--- config.mk ---
export PLATFORM = sky130hd
export DESIGN_NAME = y86_mc_core
export DESIGN_NICKNAME = d
export VERILOG_FILES = /design/src/rtl/y86_mc_core.sv
export SDC_FILE = /design/constraint.sdc
export NUM_CORES = 1
export LEC_CHECK = 0
export ABC_CLOCK_PERIOD_IN_PS = 10950
export BUFFER_PORTS_ARGS = -buffer_cell sky130_fd_sc_hd__clkbuf_2
export CORE_MARGIN = 2
export CORE_UTILIZATION = 30
export DETAILED_ROUTE_END_ITERATION = 10
export PLACE_DENSITY = 0.53
export SLEW_MARGIN = 20
export SYNTH_ARGS = -nofsm -noshare
export SYNTH_HDL_FRONTEND = slang
export SYNTH_SLANG_ARGS = --single-unit
--- constraint.sdc ---
create_clock -name clk -period 10.95 [get_ports clk]
set_clock_uncertainty 0.1 [all_clocks]
set_input_delay 1.6425 -clock clk [delete_from_list [all_inputs] [get_ports clk]]
set_output_delay 1.6425 -clock clk [all_outputs]
set_load 0.05 [all_outputs]
--- src/rtl/y86_mc_core.sv ---
// Multicycle y86-subset core: one-hot FETCH/DECODE/EXEC/MEM/WB sequencer plus a sticky HALT,
// with a ready-handshaked memory bus and configurable data/address widths.
module y86_mc_core #(
    parameter int                DATA_W   = 32,
    parameter int                ADDR_W   = 32,
    parameter logic [ADDR_W-1:0] RESET_IP = '0,
    parameter int                BASE_REG = 6
) (
    input  logic              clk,
    input  logic              rst,
    output logic [ADDR_W-1:0] bus_A,
    input  logic [DATA_W-1:0] bus_in,
    output logic [DATA_W-1:0] bus_out,
    output logic              bus_WE,
    output logic              bus_RE,
    input  logic              bus_rdy,
    output logic [7:0]        current_opcode,
    output logic              retired,
    output logic              halted,
    output logic              illegal
);
    localparam logic [2:0] BASE = 3'(BASE_REG);

    typedef enum logic [5:0] {
        S_FETCH  = 6'b000001,
        S_DECODE = 6'b000010,
        S_EXEC   = 6'b000100,
        S_MEM    = 6'b001000,
        S_WB     = 6'b010000,
        S_HALT   = 6'b100000
    } phase_t;

    phase_t            phase;
    logic [ADDR_W-1:0] ip;
    logic [23:0]       ir;
    logic [DATA_W-1:0] r [8];
    logic [DATA_W-1:0] a, b, res, mdr, out_q, alu;
    logic              zf, illegal_q;

    logic [7:0]        op;
    logic [1:0]        md;
    logic [2:0]        rd, rs;
    logic [DATA_W-1:0] disp8;
    logic [ADDR_W-1:0] rel8, ip_next;
    logic [1:0]        len;
    logic              is_add, is_sub, is_mov, is_ld, is_st, is_jz, is_jnz, is_nop, is_hlt, is_ill;
    logic              taken;

    assign op    = ir[7:0];
    assign md    = ir[15:14];
    assign rs    = ir[13:11];
    assign rd    = ir[10:8];
    assign disp8 = {{(DATA_W-8){ir[23]}}, ir[23:16]};
    assign rel8  = {{(ADDR_W-8){ir[15]}}, ir[15:8]};

    assign is_add = (op == 8'h01);
    assign is_sub = (op == 8'h29);
    assign is_mov = (op == 8'h89) && (md == 2'd3);
    assign is_st  = (op == 8'h89) && (md == 2'd1);
    assign is_ld  = (op == 8'h8B) && (md == 2'd1);
    assign is_jz  = (op == 8'h74);
    assign is_jnz = (op == 8'h75);
    assign is_nop = (op == 8'h90);
    assign is_hlt = (op == 8'hF4);
    assign is_ill = !(is_add || is_sub || is_mov || is_st || is_ld ||
                      is_jz || is_jnz || is_nop || is_hlt);

    assign len     = (is_ld || is_st) ? 2'd3 :
                     (is_add || is_sub || is_mov || is_jz || is_jnz) ? 2'd2 : 2'd1;
    assign taken   = (is_jz && zf) || (is_jnz && !zf);
    assign ip_next = ip + ADDR_W'(len) + (taken ? rel8 : '0);

    always_comb begin
        alu = a + b;
        if (is_sub)
            alu = a + ~b + DATA_W'(1);
        else if (is_ld || is_st)
            alu = a + disp8;
    end

    always_ff @(posedge clk) begin
        if (rst) begin
            phase     <= S_FETCH;
            ip        <= RESET_IP;
            ir        <= '0;
            zf        <= 1'b0;
            illegal_q <= 1'b0;
            for (int i = 0; i < 8; i++) r[i] <= '0;
        end else begin
            case (phase)
                S_FETCH: if (bus_rdy) begin
                    ir    <= bus_in[23:0];
                    phase <= S_DECODE;
                end
                S_DECODE: begin
                    a <= (is_ld || is_st) ? r[BASE] : r[rd];
                    b <= r[rs];
                    if (is_hlt) begin
                        phase <= S_HALT;
                    end else if (is_ill) begin
                        phase     <= S_HALT;
                        illegal_q <= 1'b1;
                    end else begin
                        ip    <= ip_next;
                        phase <= S_EXEC;
                    end
                end
                S_EXEC: begin
                    res <= alu;
                    if (is_add || is_sub) zf <= (alu == '0);
                    if (is_st) out_q <= b;
                    phase <= S_MEM;
                end
                S_MEM: begin
                    // Only real bus transfers wait on ready; other ops pass straight through.
                    if (is_ld) begin
                        if (bus_rdy) begin
                            mdr   <= bus_in;
                            phase <= S_WB;
                        end
                    end else if (is_st) begin
                        if (bus_rdy) phase <= S_WB;
                    end else begin
                        phase <= S_WB;
                    end
                end
                S_WB: begin
                    if (is_add || is_sub) r[rd] <= res;
                    else if (is_mov)      r[rd] <= b;
                    else if (is_ld)       r[rs] <= mdr;
                    phase <= S_FETCH;
                end
                default: phase <= phase;
            endcase
        end
    end

    always_comb begin
        bus_RE = 1'b0;
        bus_WE = 1'b0;
        bus_A  = '0;
        case (phase)
            S_FETCH: begin
                bus_RE = 1'b1;
                bus_A  = ip;
            end
            S_MEM: begin
                if (is_ld) begin
                    bus_RE = 1'b1;
                    bus_A  = res[ADDR_W-1:0];
                end else if (is_st) begin
                    bus_WE = 1'b1;
                    bus_A  = res[ADDR_W-1:0];
                end
            end
            default: ;
        endcase
    end

    assign bus_out        = out_q;
    assign current_opcode = op;
    assign retired        = (phase == S_WB);
    assign halted         = (phase == S_HALT);
    assign illegal        = illegal_q;
endmodule

==> flow_summary.ini, run 1 <==
[synthesis]
yosysWarnings = 0
syn-instance-count = 2361
syn_nets = 2526
ys_seq_elements = 483
ys_seq_area_frac = 0.507
synth_edf_count = 416
avgSynthCellArea_um2 = 11.6
synth_top_cell_by_area = edfxtp_1
synthTopCellsByArea = edfxtp_1 (46%), mux4_2 (11%), ha_1 (5.7%)
netlist.area_leader.share = 0.458
synth_top_flop_cell = edfxtp_1
syn_area_mm2 = 0.0273
async_flop_share = 0
yosysUniqueCellTypes = 74

[power]
vdd_drop_max_mv = 0.128
p_leak_uw = 0.0113
power_density_mw_per_mm2 = 148

[clock_tree]
cts-root-buf = clkbuf_16
clk_path_buf_depth = 3
clock_latency_ns = 0.62
clk_pin_slew_ns = 0.06
numCtsBuffers = 54
cts_hold_buf = 0
htree_levels = 2
post_cts_buffers = 0
cts.repair.resized = 0
cts_tree = built
cts_sinks = 483

[sta]
fin_tns_setup_ns = 0
worst_pin_slew_ns = 1.12
finalMaxSlewViolations = 0
setup_violations = 0
grt_setup_unrepaired = no
finalCritPeriodShare = 0.518
hold_violations = 0
layout_min_cycle_time_ns = 5.67
clock.fmax_mhz = 176
slew_headroom = 0.254

[layout]
final_common_cell = edfxtp_1
mostFrequentLayoutCells = edfxtp_1 (416), nor2_1 (351), nand2_1 (214)
layout-drive-gt1-share = 0.173
syn2layout_area_growth_pct = 13.1
nets = 2595
fin_cells = 3648

[die]
rows = 110
die_h_um = 306
core-area_mm2 = 0.0900
fp.dieW_um = 306
die-area_mm2 = 0.0933
initial_core_util = 0.303
io_pins = 112

[global_route]
grt_pass1_wl_mm = 131
gr-usage-all-layers = 0.188
grt_max_degree = 67
grt_pass1_vias = 19800
overflow = 0
antenna_found_initial = 3

[drt]
vias_per_cell = 5.42
wl_mm = 89.3
antenna_left = 0
drt_iter0_drc = 1936
drc = 0
wl_per_cell_um = 24.5
via_count = 19800
drt_pass1_iterations = 5

[place]
placed_cells = 3550
port_buffers = 111
routabilityCongestion = 0.905
hpwl_mm = 60.7

[status]
status = completed

[min_path]
hold_path.startpoint = ir[19]$_SDFFE_PP0P_
hold_depth = 2
min_path_type = reg2reg
whs_endpoint = ir[19]$_SDFFE_PP0P_

[critical_path]
cp_max_fo = 39
critical-path-slowest-cell = o41ai_2
reg2reg_to = zf$_SDFFE_PP0P_
critPathKind = reg2reg
cp.arrival_ns = 6.10
path_delay_family = compound AO/OA/AOI/OAI gates
reg2reg_slack_ns = 5.28
cp_data_required_time_ns = 11.38
max_stage_delay_ns = 0.57
reg2reg_from = ir[5]$_SDFFE_PP0P_
rr_worst_depth = 18
start_kind = flip-flop
path_buf_inv = 1
crit_path_end_kind = flip-flop
path_cells = nor3_1 > nand3_1 > nor2_2 > buf_4 > nand2_1 > o21ai_0 > ha_1 > a21oi_1 > a21boi_1 > o41ai_2 > o2111ai_1 > a31oi_1 > a21boi_1 > o211ai_1 > o211ai_1 > a2111oi_0 > nand4b_1 > o21ai_1

[run]
maxCapViolCount = 0
## worst max-delay path by stage
stage                            start              endpoint  cells after the start
detailed placement  ir[5]$_SDFFE_PP0P_       zf$_SDFFE_PP0P_                     18
floorplan                          rst  bus_out[0]$_DFFE_PP_                      3
CTS                 ir[5]$_SDFFE_PP0P_       zf$_SDFFE_PP0P_                     18
global placement    ir[3]$_SDFFE_PP0P_       zf$_SDFFE_PP0P_                     18
finish              ir[5]$_SDFFE_PP0P_       zf$_SDFFE_PP0P_                     18
global route        ir[5]$_SDFFE_PP0P_       zf$_SDFFE_PP0P_                     18
## metrics by stage
stage                     instance area, um2  hold slack [ns]  utilization  power [uW]  worst slack [ns]
after global routing                   30800            0.389        0.343        4740              4.70
after CTS                              30800            0.369        0.343        4620              5.40
after detailed placement               29100            0.360        0.324        2810              5.46
after global placement                 29100            0.357        0.324        2800              5.71
after floorplan                        27300            0.337            -        2610              5.21
final                                  30900            0.363        0.343        4580              5.28
## cells by family after synthesis
family                     synth area share
AOI/OAI and AO/OA                     0.110
xor gates and xnor gates             0.0241
adders and majority gates            0.0610
buffers and inverters                0.0281
DFF                                   0.507
muxes                                 0.147
and+or+nand+nor                       0.122
## per-layer routing
layer  vias up  track usage  share of wire
li1       8969            -              -
met1      9945        0.250           0.43
met2       766        0.315           0.48
met3       109       0.0348          0.073
met4         0       0.0463          0.022
met5         -            0              0
## registers in the layout, indices dropped and copies added, names as in the netlist, named ones only
| signal | flops |
|---|---|
| phase | 6 |
| ip | 32 |
| b | 32 |
| mdr | 32 |
| bus_out | 32 |
| res | 32 |
| r | 256 |
| illegal | 1 |
| zf | 1 |
| a | 32 |
| ir | 24 |
## cell usage after synthesis (5+ instances only)
| cell | count |
|---|---|
| mux2_2 | 33 |
| edfxtp_1 | 416 |
| o21bai_1 | 10 |
| xnor2_1 | 49 |
| a21o_1 | 37 |
| ha_1 | 125 |
| o211ai_1 | 13 |
| mux2i_1 | 75 |
| a22o_1 | 32 |
| o31ai_1 | 10 |
| or3_1 | 13 |
| xor2_1 | 26 |
| or2_2 | 9 |
| inv_1 | 57 |
| a211oi_1 | 9 |
| nor3_1 | 23 |
| nor2_1 | 356 |
| and4_1 | 5 |
| nand4b_1 | 5 |
| buf_4 | 8 |
| nand3_1 | 23 |
| a31oi_1 | 16 |
| nand4_1 | 8 |
| o21ai_1 | 38 |
| clkbuf_1 | 100 |
| and3_1 | 13 |
| a21oi_1 | 164 |
| nand2_1 | 215 |
| a21boi_1 | 5 |
| o21ai_0 | 87 |
| buf_1 | 28 |
| mux4_2 | 128 |
| nand2b_1 | 25 |
| o21a_1 | 18 |
| or4_1 | 5 |
| nor4_1 | 7 |
| nor2b_1 | 16 |
| fa_1 | 5 |
| and2_1 | 12 |
| a211o_1 | 5 |
| dfxtp_1 | 67 |
| nand3b_1 | 7 |
## cell type report
| cell class | instances | area [um2] |
|---|---|---|
| Antenna cell | 1 | 2.50 |
| Fill cell | 9022 | 59200 |
| Tap cell | 1176 | 1470 |
| Clock buffer | 66 | 1420 |
| Sequential cell | 483 | 13800 |
| Inverter | 57 | 214 |
| Timing Repair Buffer | 150 | 848 |
| Clock inverter | 31 | 307 |
| Multi-Input combinational cell | 1684 | 12700 |
## power breakdown
group          internal [uW]  total, uW  leakage (uW)  switching, uW
Sequential              2070       2150       0.00463           78.6
Combinational            264        625       0.00584            361
Clock                   1020       1810      0.000826            790
## worst min-delay path, delay by kind of cell, from the launching register on
| kind | cells | cell delay [ns] |
|---|---|---|
| compound gates | 1 | 0.05 |
| simple gates | 1 | 0.05 |
| flops | 1 | 0.31 |
No activity file was read; power rests on OpenSTA's default activity.
==> inputs of run 2 (changes only) <==
ABC_CLOCK_PERIOD_IN_PS = 5300   (was 10950)
clock period = 5.3 ns   (was 10.95 ns; I/O delays follow)
==> flow_summary.ini, run 2 (synthesis results as in run 1) <==
[status]
status = completed

[critical_path]
start_kind = flip-flop
max_stage_delay_ns = 0.48
path_delay_family = compound AO/OA/AOI/OAI gates
cp_max_fo = 5
crit_top_cell = inv_1
path_cells = nor3_1 > nand3_2 > or2_2 > nand2_1 > inv_1 > fa_1 > inv_1 > ha_1 > inv_1 > fa_1 > nor2b_1 > o21a_1 > o21ai_2 > a211oi_2 > o21a_1 > o41a_1 > a41oi_1 > a31o_1 > xnor2_1 > or3_1 > a21oi_1
cp.arrival_ns = 5.37
path_buf_inv = 3
crit_cells = 21
critical-path-slowest-cell = fa_1
crit_path_end_kind = flip-flop
rr_worst_depth = 21
cp_data_required_time_ns = 5.73
critPathKind = reg2reg

[drt]
wl_per_cell_um = 24.4
drt_pass1_iterations = 5
via_count = 20000
wl_mm = 89.4
drt_iter0_drc = 1972
antenna_left = 0
vias_per_cell = 5.45
drc = 0

[layout]
mostFrequentLayoutCells = edfxtp_1 (416), nor2_1 (351), nand2_1 (214)
final_common_cell = edfxtp_1
n_antenna_cell = 0
top_register = r
seqCellArea_mm2 = 0.0138
fillCellCount = 8949
final_core_util = 0.345
layout-drive-gt1-share = 0.183
largest_register_ff_count = 256
multiInputGateArea_mm2 = 0.0128
nets = 2615
syn2layout_area_growth_pct = 13.8

[power]
total_power_uw = 9450
vdd_drop_max_mv = 0.203
power_density_mw_per_mm2 = 304
p_leak_uw = 0.0114

[global_route]
grt_max_degree = 79
grt_pass1_wl_mm = 131
gr-usage-all-layers = 0.188
overflow = 0
grt_pass1_vias = 20100
antenna_found_initial = 3

[sta]
setup_violations = 0
finalMaxSlewViolations = 0
hold_ws_ns = 0.256
worst_pin_slew_ns = 1.05
fin_tns_setup_ns = 0
clock.fmax_mhz = 202
layout_min_cycle_time_ns = 4.94
hold_violations = 0
grt_setup_unrepaired = no
slew_headroom = 0.297
finalCritPeriodShare = 0.932
fin_ws_ns = 0.360

[place]
dp_slack_ns = 0.138
routabilityCongestion = 0.905
hpwl_mm = 61.8
port_buffers = 111

[clock_tree]
post_cts_buffers = 0
clk_pin_slew_ns = 0.07
cts_sinks = 483
htree_levels = 2
cts_hold_buf = 0
cts_tree = built
clk_path_buf_depth = 3
numCtsBuffers = 53
clock_latency_ns = 0.62
cts-root-buf = clkbuf_16

[min_path]
min_path_type = in2reg
hold_depth = 1

[die]
io_pins = 112
fp.dieW_um = 306
core-area_mm2 = 0.0900
die_h_um = 306
die-area_mm2 = 0.0933
initial_core_util = 0.303
rows = 110

[run]
maxCapViolCount = 0
## run 2: cell type report
| cell class | count | share of cell area |
|---|---|---|
| tap | 1176 | 0.0474 |
| clock buffer | 71 | 0.0478 |
| clock inverter | 26 | 0.00742 |
| sequential | 483 | 0.446 |
| timing repair buffer | 171 | 0.0331 |
| multi-input combinational | 1684 | 0.411 |
| inverter | 57 | 0.00689 |
## run 2: path summary, 6_finish.rpt
| check | start | slack (ns) | end |
|---|---|---|---|
| setup reg to reg | ir[2]$_SDFFE_PP0P_ | 0.36 | ip[31]$_SDFFE_PP0P_ |
| hold reg to reg | ip[20]$_SDFFE_PP0P_ | 0.37 | ip[20]$_SDFFE_PP0P_ |
| setup / recovery | ir[2]$_SDFFE_PP0P_ | 0.36 | ip[31]$_SDFFE_PP0P_ |
| hold / removal | bus_in[24] | 0.26 | mdr[24]$_DFFE_PP_ |
## run 2: through the flow
| stage | cells | cell area [um2] |
|---|---|---|
| finish | 3668 | 31000 |
| detailed placement | 3571 | 29300 |
| floorplan | 2361 | 27300 |
| global placement | 3570 | 29300 |
| CTS | 3668 | 31000 |
| global route | 3668 | 31000 |
## run 2: timing repair
item / 4_1_cts / 5_1_grt
endpoints found under the hold margin: 0 / 0
setup endpoints to repair: 0 / 3
resized for setup: 0 / 3
## run 2: metal layers
metal / GRT usage / share of wire / vias up
li1: - / - / 9032
met2: 0.320 / 0.48 / 764
met5: 0 / 0 / -
met4: 0.0512 / 0.026 / 0
met3: 0.0275 / 0.066 / 137
met1: 0.249 / 0.43 / 10000
## run 2: power breakdown
group	total [uW]	internal (uW)	switching [uW]
sequential	4430	4270	161
combinational	1320	563	760
clock	3690	2070	1620
==> inputs of run 3 (changes only) <==
BUFFER_PORTS_ARGS = -buffer_cell sky130_fd_sc_hd__buf_2   (was -buffer_cell sky130_fd_sc_hd__clkbuf_2)
==> flow_summary.ini, run 3 (synthesis results as in run 1) <==
[status]
status = completed

[critical_path]
path_buf_inv = 3
cp_data_required_time_ns = 5.75
reg2reg_to = ip[31]$_SDFFE_PP0P_
crit_start = ir[0]$_SDFFE_PP0P_
crit_top_cell = inv_1
critPathKind = reg2reg
max_stage_delay_ns = 0.47
reg2reg_from = ir[0]$_SDFFE_PP0P_
cp.arrival_ns = 5.40
critical-path-slowest-cell = fa_1
path_cells = and4b_1 > nand3_1 > or2_2 > nand2_1 > inv_1 > fa_1 > inv_1 > ha_1 > inv_1 > fa_1 > nor2b_1 > o21a_1 > o21ai_2 > a211oi_2 > o21a_1 > o41a_1 > a41oi_1 > a31o_1 > xnor2_1 > or3_1 > a21oi_1
reg2reg_slack_ns = 0.35
cp-endpoint = ip[31]$_SDFFE_PP0P_
rr_worst_depth = 21
path_delay_family = compound AO/OA/AOI/OAI gates
crit_cells = 21
start_kind = flip-flop
cp_max_fo = 6
crit_path_end_kind = flip-flop

[power]
p_sw_uw = 2600
power_density_mw_per_mm2 = 313
p_leak_uw = 0.0115
vdd_drop_max_mv = 0.241
swShare = 0.267
p_int_uw = 7140
total_power_uw = 9740
p_seq_frac = 0.452
p_comb_frac = 0.139
clock_power_share = 0.409

[die]
io_pins = 112
initial_core_util = 0.303
core-area_mm2 = 0.0900
rows = 110
fp.dieW_um = 306
die-area_mm2 = 0.0933
die_h_um = 306

[drt]
wl_mm = 88.3
drt_pass1_iterations = 6
drt_iter0_drc = 1953
drc = 0
vias_per_cell = 5.35
wl_per_cell_um = 24.1
highest_layer = met5
met3_length_mm = 5.71
via_count = 19600
antenna_left = 0
routedLengthMet1_mm = 37.2
routed-wl-met2_mm = 43.3

[global_route]
overflow = 0
grt_pass1_vias = 20000
antenna_found_initial = 4
gr-usage-all-layers = 0.186
grt_max_degree = 70
grt_pass1_wl_mm = 130

[layout]
n_antenna_cell = 0
final_common_cell = edfxtp_1
top_register = r
largest_register_ff_count = 256
seqCellArea_mm2 = 0.0138
mostFrequentLayoutCells = edfxtp_1 (416), nor2_1 (351), nand2_1 (214)
fillCellCount = 8937
nets = 2613
final_core_util = 0.346
layout-drive-gt1-share = 0.180
multiInputGateArea_mm2 = 0.0128
syn2layout_area_growth_pct = 14.3

[sta]
finalMaxSlewViolations = 0
worst_pin_slew_ns = 1.18
clock.fmax_mhz = 202
layout_min_cycle_time_ns = 4.95
hold_violations = 0
grt_setup_unrepaired = no
fin_tns_setup_ns = 0
setup_violations = 0
finalCritPeriodShare = 0.934
slew_headroom = 0.213

[clock_tree]
cts_sinks = 483
htree_levels = 2
clk_pin_slew_ns = 0.06
numCtsBuffers = 54
cts-root-buf = clkbuf_16
clock_latency_ns = 0.63
post_cts_buffers = 0
cts.repair.resized = 0
cts_tree = built
clk_path_buf_depth = 3
cts_hold_buf = 0

[min_path]
min_path_type = in2reg

[place]
port_buffers = 111
hpwl_mm = 62.5
routabilityCongestion = 0.891

[run]
maxCapViolCount = 0
## run 3: through the flow
stage | setup WS (ns) | instance area [um2] | std cells | hold WS [ns]
5_1_grt | 0.00945 | 31200 | 3670 | 0.214
4_1_cts | 0.176 | 31100 | 3670 | 0.202
3_3_place_gp | 0.198 | 29300 | 3567 | 0.349
3_5_place_dp | 0.204 | 29300 | 3568 | 0.347
2_1_floorplan | 0.213 | 27300 | 2361 | 0.337
6_report | 0.349 | 31200 | 3670 | 0.242
## run 3: power by group through the flow
| stage | clock network, uW | registers (uW) | logic (uW) |
|---|---|---|---|
| after floorplan | 0 | 4410 | 990 |
| after global placement | 0 | 4500 | 1310 |
| after detailed placement | 0 | 4490 | 1350 |
| after CTS | 4070 | 4410 | 1360 |
| after global routing | 4190 | 4420 | 1450 |
| final | 3980 | 4410 | 1350 |
## run 3: area by class of cell
class                   instances  area share
repair buffers                168      0.0326
flip-flops and latches        483       0.444
multi-input cells            1684       0.410
well taps                    1176      0.0472
inverters                      57     0.00686
clock inverters                38      0.0144
clock buffers                  64      0.0452
## run 3: worst min-delay path by stage
stage,startpoint,endpoint,slack (ns),cells past startpoint
2_1_floorplan,ir[16]$_SDFFE_PP0P_,ir[16]$_SDFFE_PP0P_,0.34,2
3_3_place_gp,ir[23]$_SDFFE_PP0P_,ir[23]$_SDFFE_PP0P_,0.35,2
3_5_place_dp,ir[23]$_SDFFE_PP0P_,ir[23]$_SDFFE_PP0P_,0.35,2
4_1_cts,bus_in[24],mdr[24]$_DFFE_PP_,0.20,1
5_1_grt,bus_in[29],mdr[29]$_DFFE_PP_,0.21,1
6_report,bus_in[24],mdr[24]$_DFFE_PP_,0.24,1
## run 3: per-layer routing
layer | up-vias | global-route usage
li1 | 9019 | -
met5 | - | 0
met1 | 9782 | 0.242
met2 | 709 | 0.322
met4 | 4 | 0.0469
met3 | 130 | 0.0297
